## config.mk

```make
export PLATFORM = sky130hd
export DESIGN_NAME = spi_pixel_writer
export DESIGN_NICKNAME = d
export VERILOG_FILES = /design/src/rtl/spi_pixel_writer.sv
export SDC_FILE = /design/constraint.sdc
export NUM_CORES = 1
export LEC_CHECK = 0
export CORE_MARGIN = 1.5
export CORE_UTILIZATION = 35
export CTS_CLUSTER_DIAMETER = 60
export CTS_CLUSTER_SIZE = 20
export DETAILED_ROUTE_END_ITERATION = 10
export PLACE_DENSITY = 0.61
export SYNTH_ARGS = -nofsm -noshare
export SYNTH_HDL_FRONTEND = slang
export SYNTH_SLANG_ARGS = --single-unit
```

## constraint.sdc

```tcl
create_clock -name clk -period 1.9 [get_ports clk]
set_input_delay 0.285 -clock clk [delete_from_list [all_inputs] [get_ports clk]]
set_output_delay 0.285 -clock clk [all_outputs]
set_load 0.005 [all_outputs]
```

## src/rtl/spi_pixel_writer.sv

```systemverilog
// Decodes the SPI byte stream into framebuffer pixel writes, whole-buffer fills
// and display refresh requests for a WS2812B chain.
module spi_pixel_writer #(
    parameter int NUM_LEDS = 64,
    parameter int ADDR_W   = 6
) (
    input  logic              clk,
    input  logic              resetn,
    input  logic              byte_valid,
    input  logic [7:0]        byte_data,
    input  logic              byte_idle,
    output logic              mem_we,
    output logic [ADDR_W-1:0] mem_addr,
    output logic [23:0]       mem_wdata,
    output logic              frame_show,
    output logic              busy,
    output logic              overrun
);

    typedef enum logic [3:0] {
        S_CMD,
        S_ADDR,
        S_RED,
        S_GRN,
        S_BLU,
        S_FR,
        S_FG,
        S_FB,
        S_FILLING,
        S_DISCARD
    } state_t;

    localparam logic [ADDR_W-1:0] LAST = ADDR_W'(NUM_LEDS - 1);

    state_t            state, state_nx, cur;
    logic [ADDR_W-1:0] ptr, ptr_nx, addr_nx, start_addr;
    logic [7:0]        red, red_nx, grn, grn_nx;
    logic [23:0]       wdata_nx;
    logic              we_nx, show_nx, busy_nx, overrun_nx;

    always_comb begin
        start_addr = byte_data[ADDR_W-1:0];
        if (int'(start_addr) >= NUM_LEDS) begin
            start_addr = '0;
        end
    end

    always_comb begin
        ptr_nx     = ptr;
        red_nx     = red;
        grn_nx     = grn;
        addr_nx    = mem_addr;
        wdata_nx   = mem_wdata;
        we_nx      = 1'b0;
        show_nx    = 1'b0;
        busy_nx    = 1'b0;
        overrun_nx = overrun;
        // Idle restarts the transaction, so a byte arriving with idle is a command.
        cur        = (byte_idle && state != S_FILLING) ? S_CMD : state;
        state_nx   = cur;

        if (cur == S_FILLING) begin
            // mem_addr doubles as the fill counter; mem_data stays at the fill colour.
            overrun_nx = overrun | byte_valid;
            if (mem_addr == LAST) begin
                state_nx = S_DISCARD;
            end else begin
                we_nx   = 1'b1;
                busy_nx = 1'b1;
                addr_nx = mem_addr + 1'b1;
            end
        end else if (byte_valid) begin
            unique case (cur)
                S_CMD: begin
                    unique case (byte_data)
                        8'h01:   state_nx = S_ADDR;
                        8'h02: begin
                            state_nx = S_DISCARD;
                            show_nx  = 1'b1;
                        end
                        8'h03:   state_nx = S_FR;
                        default: state_nx = S_DISCARD;
                    endcase
                end
                S_ADDR: begin
                    ptr_nx   = start_addr;
                    state_nx = S_RED;
                end
                S_RED: begin
                    red_nx   = byte_data;
                    state_nx = S_GRN;
                end
                S_GRN: begin
                    grn_nx   = byte_data;
                    state_nx = S_BLU;
                end
                S_BLU: begin
                    we_nx    = 1'b1;
                    addr_nx  = ptr;
                    wdata_nx = {grn, red, byte_data};
                    ptr_nx   = (ptr == LAST) ? '0 : ptr + 1'b1;
                    state_nx = S_RED;
                end
                S_FR: begin
                    red_nx   = byte_data;
                    state_nx = S_FG;
                end
                S_FG: begin
                    grn_nx   = byte_data;
                    state_nx = S_FB;
                end
                S_FB: begin
                    we_nx    = 1'b1;
                    busy_nx  = 1'b1;
                    addr_nx  = '0;
                    wdata_nx = {grn, red, byte_data};
                    state_nx = S_FILLING;
                end
                default: state_nx = cur;
            endcase
        end
    end

    always_ff @(posedge clk) begin
        if (!resetn) begin
            state      <= S_CMD;
            ptr        <= '0;
            red        <= '0;
            grn        <= '0;
            mem_we     <= 1'b0;
            mem_addr   <= '0;
            mem_wdata  <= '0;
            frame_show <= 1'b0;
            busy       <= 1'b0;
            overrun    <= 1'b0;
        end else begin
            state      <= state_nx;
            ptr        <= ptr_nx;
            red        <= red_nx;
            grn        <= grn_nx;
            mem_we     <= we_nx;
            mem_addr   <= addr_nx;
            mem_wdata  <= wdata_nx;
            frame_show <= show_nx;
            busy       <= busy_nx;
            overrun    <= overrun_nx;
        end
    end

endmodule

```

======== Word-level counts from Yosys, hierarchy flattened ========
Index checks and enable logic that the tools add are counted.
cells by class
  add/sub/neg operators ................... 2
  eq/ne operators ......................... 15
  mux-type cells .......................... 20
  bitwise gates (word level) .............. 5
  reduce and logical (&&, ||, !) cells .... 15
operator list
  operator                                             number
  one-hot mux 4 bit (7 select lines)                   1
  2-to-1 mux 6 bit                                     4
  one-hot mux 6 bit (2 select lines)                   2
  equality test 4 x 3 -> 1 bit, second input constant  4
  equality test 8 x 2 -> 1 bit, second input constant  2
  2-to-1 mux 4 bit                                     4
  AND reduction 3 bit                                  5
  adder 6 x 1 -> 6 bit, second input constant          2
  equality test 6 bit, second input constant           2
  equality test 4 x 2 -> 1 bit, second input constant  2
  equality test 8 x 1 -> 1 bit, second input constant  1
  2-to-1 mux 1 bit                                     8
  one-hot mux 4 bit (2 select lines)                   1
  OR reduction 2 bit                                   4
  equality test 4 x 1 -> 1 bit, second input constant  1
  equality test 4 bit, second input constant           1
  zero test 4 bit                                      1
  inequality test 4 bit, second input constant         1
  NOT 1 bit                                            4
  nonzero test 2 bit                                   2
  OR reduction 4 bit                                   1
  nonzero test 3 bit                                   1
  inequality test 2 bit, second input constant         1
  logical AND 1 bit                                    1
  bitwise OR 1 bit                                     1
storage, ports and cells
  flip-flop bits (word level) ............. 60
  input port bits ......................... 12
  output and inout port bits .............. 34
  word-level logic and storage cells ...... 67

======== Logic depth before layout (Yosys ltp) ========
  depth after elaboration ................. 8
  gate-level depth with buffers ........... 7
  depth with buffers taken out ............ 5

======== Least setup slack after synthesis ========
OpenSTA, ideal clock, no wires.
  path kind ............................... register to register
  from .................................... reg state[1]
  to ...................................... reg mem_addr[5]
  setup time .............................. 0.132 ns
  arrival ................................. 1.359 ns
  data required time ...................... 1.768 ns
  slack ................................... 0.409 ns
  cell stages (with the launch flop) ...... 6
  buffers on the path ..................... 1
  period minus slack after synthesis ...... 1.491 ns
  path through ............................ dfxtp_1 -> buf_6 -> nor4b_4 -> o21ai_2 -> a311oi_1 -> a21oi_1
between the ends
  cells in the longest elaborated chain, start to end .. 7
  elaborated cells on any way between the ends .. 13
  those cells by class .................... eq/ne (5); mux (4); reduce/logical (4)
ends and longest elaborated chain
  element                             line  source
  from (decl)                         35    state_t state, state_nx, cur;
  from (signal assigned)              137   state <= state_nx;
  inequality test 4 bit               59    cur = (byte_idle && state != S_FILLING) ? S_CMD : state;
  logical AND 1 bit                   59
  2-to-1 mux 4 bit *                  59
  equality test 4 x 3 -> 1 bit        73    unique case (cur)
  one-hot mux 6 bit (2 select lines)  73
  2-to-1 mux 6 bit                    72    end else if (byte_valid) begin
  2-to-1 mux 6 bit                    62    if (cur == S_FILLING) begin
  to (signal assigned)                142   mem_addr <= addr_nx;
  to (decl)                           13    output logic [ADDR_W-1:0] mem_addr,
Every way passes the cells marked *; elsewhere a longest branch is shown, timed or not. The select of a mux whose other input is x is not followed.
A chain may end at the register's enable or synchronous reset.

======== Final worst setup path ========
  from .................................... reg state[1]
  to ...................................... reg mem_addr[0]
The elaborated chain is that of the path after synthesis.

==> metrics.md <==
| Metric | Value |
|---|---|
| Worst rel slew slack | 65.4% |
| Routed wire length | 7.06 mm |
| Peak VDD IR | 0.347 mV |
| Area grow syn2layout | 32.1% |
| Ys async rst share | 0% |
| Final TNS setup | 0 ns |
| Non-filler instance count after layout | 493 |
| Total number of vias | 2538 |
| Filler cell count | 800 |
| Worst Path Max Fanout | 13 |
| CP Capture Type | flip-flop |
| Worst Skew | 0.0100 ns |
| Main flop type after synthesis | dfxtp_1 |
| Layout cells sized above 1 | 15.1% |
| H-tree depth | 3 |
| Die ar. | 8410 um2 |
| Diodes inserted | 0 |
| Final worst-path cycle share | 92.6% |
| Syn Nets | 338 |
| I/O pin count | 46 |
| Commonest cells post-synth | 68 x nand2_1, 60 x dfxtp_1, 39 x a21oi_1 |
| Die width | 91.7 um |
| Synth Instances | 324 |
| Final Setup Violations | 0 |
| WP data required | 2.15 ns |
| Worst slack, placed | 0.00777 ns |
| Antenna viol nets, final | 0 |
| Post-synthesis sequential area ratio | 43.6% |
| Initial drt markers | 107 |
| Kind of critical path | flip-flop to flip-flop |
| Global-route wire length before repair | 11.6 mm |
| FF+latch count, synth | 60 |
| Synthesized area | 2750 um2 |
| DRT Pass-1 Iters | 4 |
| Worst Path Arrival | 2.01 ns |
| Synth Warn # | 0 |
| Die height | 91.7 um |
| Mean post-synth cell area | 8.50 um2 |
| GPL Wtd Cong | 0.813 |
| Fin nets | 400 |
| CTS tree | yes |
| All-Layer GR Usage | 17.6% |
| Post-synth EDFFs | 0 |
| Routed WL per cell | 14.3 um |
| Max Transition Viols Final | 0 |
| CTS buffer count | 9 |
| Vias per inst | 5.15 |
| Post-route minimum period | 1.76 ns |
| Top cell type's share of synthesized area | 43.6% |
| Top-count cell post-synth | nand2_1 |
| IO Port Bufs | 45 |
| Worst Setup Start Kind | flip-flop |
| Clk buf depth | 2 |
| Placed Cells | 477 |
| Post-DP HPWL | 5.05 mm |
| Vias in the first global route | 2352 |
| Status | finished clean |
| Final WS setup | 0.140 ns |
| Pwr/cell area | 775 nW/um2 |
| Worst-path clk slew | 0.08 ns |
| Measured slew at the worst slew-check pin | 0.519 ns |
| Largest area contributor in the netlist | dfxtp_1 |
| Total power | 2820 uW |
| Design area | 3640 um2 |
| Clk_lat worst skew | 0.34 ns |
| Max Cap Viol | 0 |
| Leakage dissipation | 0.00141 uW |
| Initial antenna violation count | 0 |
| Fmax | 568 MHz |
| Synth area leaders | dfxtp_1 44%, nand2_1 9.3%, a21oi_1 7.1% |
| Maximum number of pins on one net before global-route repair | 42 |
| Worst hold path type | flip-flop to flip-flop |
| Post-synth cell types | 62 |
| Row cnt | 32 |
| Cts hold-fix bufs | 0 |
| Aggregate global routing overflow | 0 |
| Initial Util | 35.8% |
| Placed cell areas | 3450 um2 |
| RSZ-0062 raised after global routing | true |
| CTS root buf | clkbuf_8 |
| Area of the core | 7690 um2 |
| Clock net sink count | 60 |
| Final Hold Vio Count | 0 |
| DRC | 0 |
## what timing repair did
| item | 4_1_cts | 5_1_grt |
|---|---|---|
| buffers inserted | 0 | 0 |
| setup endpoints to repair | 0 | 24 |
| resized for setup | 0 | 2 |
## layout by cell type (no fill, tap or decap), drive strengths merged, types with 2 or more instances in the layout
cell	Yosys	final
a2111oi	2	2
a211oi	4	4
a21oi	39	39
a2bb2oi	2	2
a311oi	2	2
a31oi	2	2
and2	3	3
and3	3	3
buf	14	28
clkbuf	8	9
clkdlybuf4s50	0	45
clkinv	0	3
clkinvlp	0	2
dfxtp	60	60
ha	2	2
inv	2	4
mux2i	18	18
nand2	68	68
nand2b	2	2
nand3	11	11
nor2	25	25
nor2b	7	7
nor3	2	2
nor3b	4	4
nor4	2	2
o21a	3	3
o21ai	9	9
o22ai	2	2
o31ai	3	3
o32ai	2	2
xor2	2	2
## layout make-up
type | instances | area (um2) | share of cell area (%)
Clock buffer | 9 | 124 | 3.41
Multi-Input combinational cell | 240 | 1440 | 39.6
Clock inverter | 7 | 51.3 | 1.41
Tap cell | 102 | 128 | 3.51
Inverter | 2 | 7.51 | 0.206
Timing Repair Buffer | 73 | 686 | 18.9
Sequential cell | 60 | 1200 | 33.0
## final timing paths
check                           depth (start not counted)  slack, ns           startpoint                          to
worst max-delay path                                    6       0.14  state[1]$_SDFF_PN0_    mem_addr[0]$_SDFFE_PN0P_
worst min-delay path                                    2       0.45  grn[2]$_SDFFE_PN0P_  mem_wdata[18]$_SDFFE_PN0P_
worst max register to register                          6       0.14  state[1]$_SDFF_PN0_    mem_addr[0]$_SDFFE_PN0P_
worst min register to register                          2       0.45  grn[2]$_SDFFE_PN0P_  mem_wdata[18]$_SDFFE_PN0P_
## per-layer routing
metal	vias up	wire length, um	part of all wire, %	GRT usage (%)
met5	-	0	0	0
met4	0	131	1.9	7.82
met3	12	199	2.8	3.73
met2	43	3280	46	27.1
met1	1213	3450	49	23.7
li1	1270	-	-	-
## flip-flops by register name, summed over array words and instances, names as in the netlist
| signal | count |
|---|---|
| busy | 1 |
| frame_show | 1 |
| grn | 8 |
| mem_addr | 6 |
| mem_wdata | 24 |
| mem_we | 1 |
| overrun | 1 |
| ptr | 6 |
| red | 8 |
| state | 4 |
## critical path: stages, from the launching register on
cell and delay, ns:
dfxtp_1 0.60, buf_4 0.21, nor4b_4 0.06, buf_4 0.18, a21oi_1 0.23, nand2_1 0.10, a311oi_2 0.28
## per-stage QoR
stage,hold slack (ns),utilization (%)
after global placement,0.440,44.9
after CTS,0.454,47.2
after detailed placement,0.445,44.9
after global routing,0.461,47.3
final,0.452,47.3
after floorplan,0.421,-
## power by group
group          total [uW]  switching, uW  leakage (uW)  internal, uW
clock network        1030            551     0.0000860           478
registers            1350           59.5      0.000485          1300
logic                 434            222      0.000838           212
## kinds of logic after synthesis
logic type / after synthesis / share of synthesized area, %
simple gates: 137 / 24.3
compound gates: 80 / 19.1
flops: 60 / 43.6
buf+inv: 24 / 4.59
mux: 18 / 6.54
xor+xnor: 3 / 0.954
fa+ha+maj: 2 / 0.909
No activity file was read; power rests on OpenSTA's default activity.
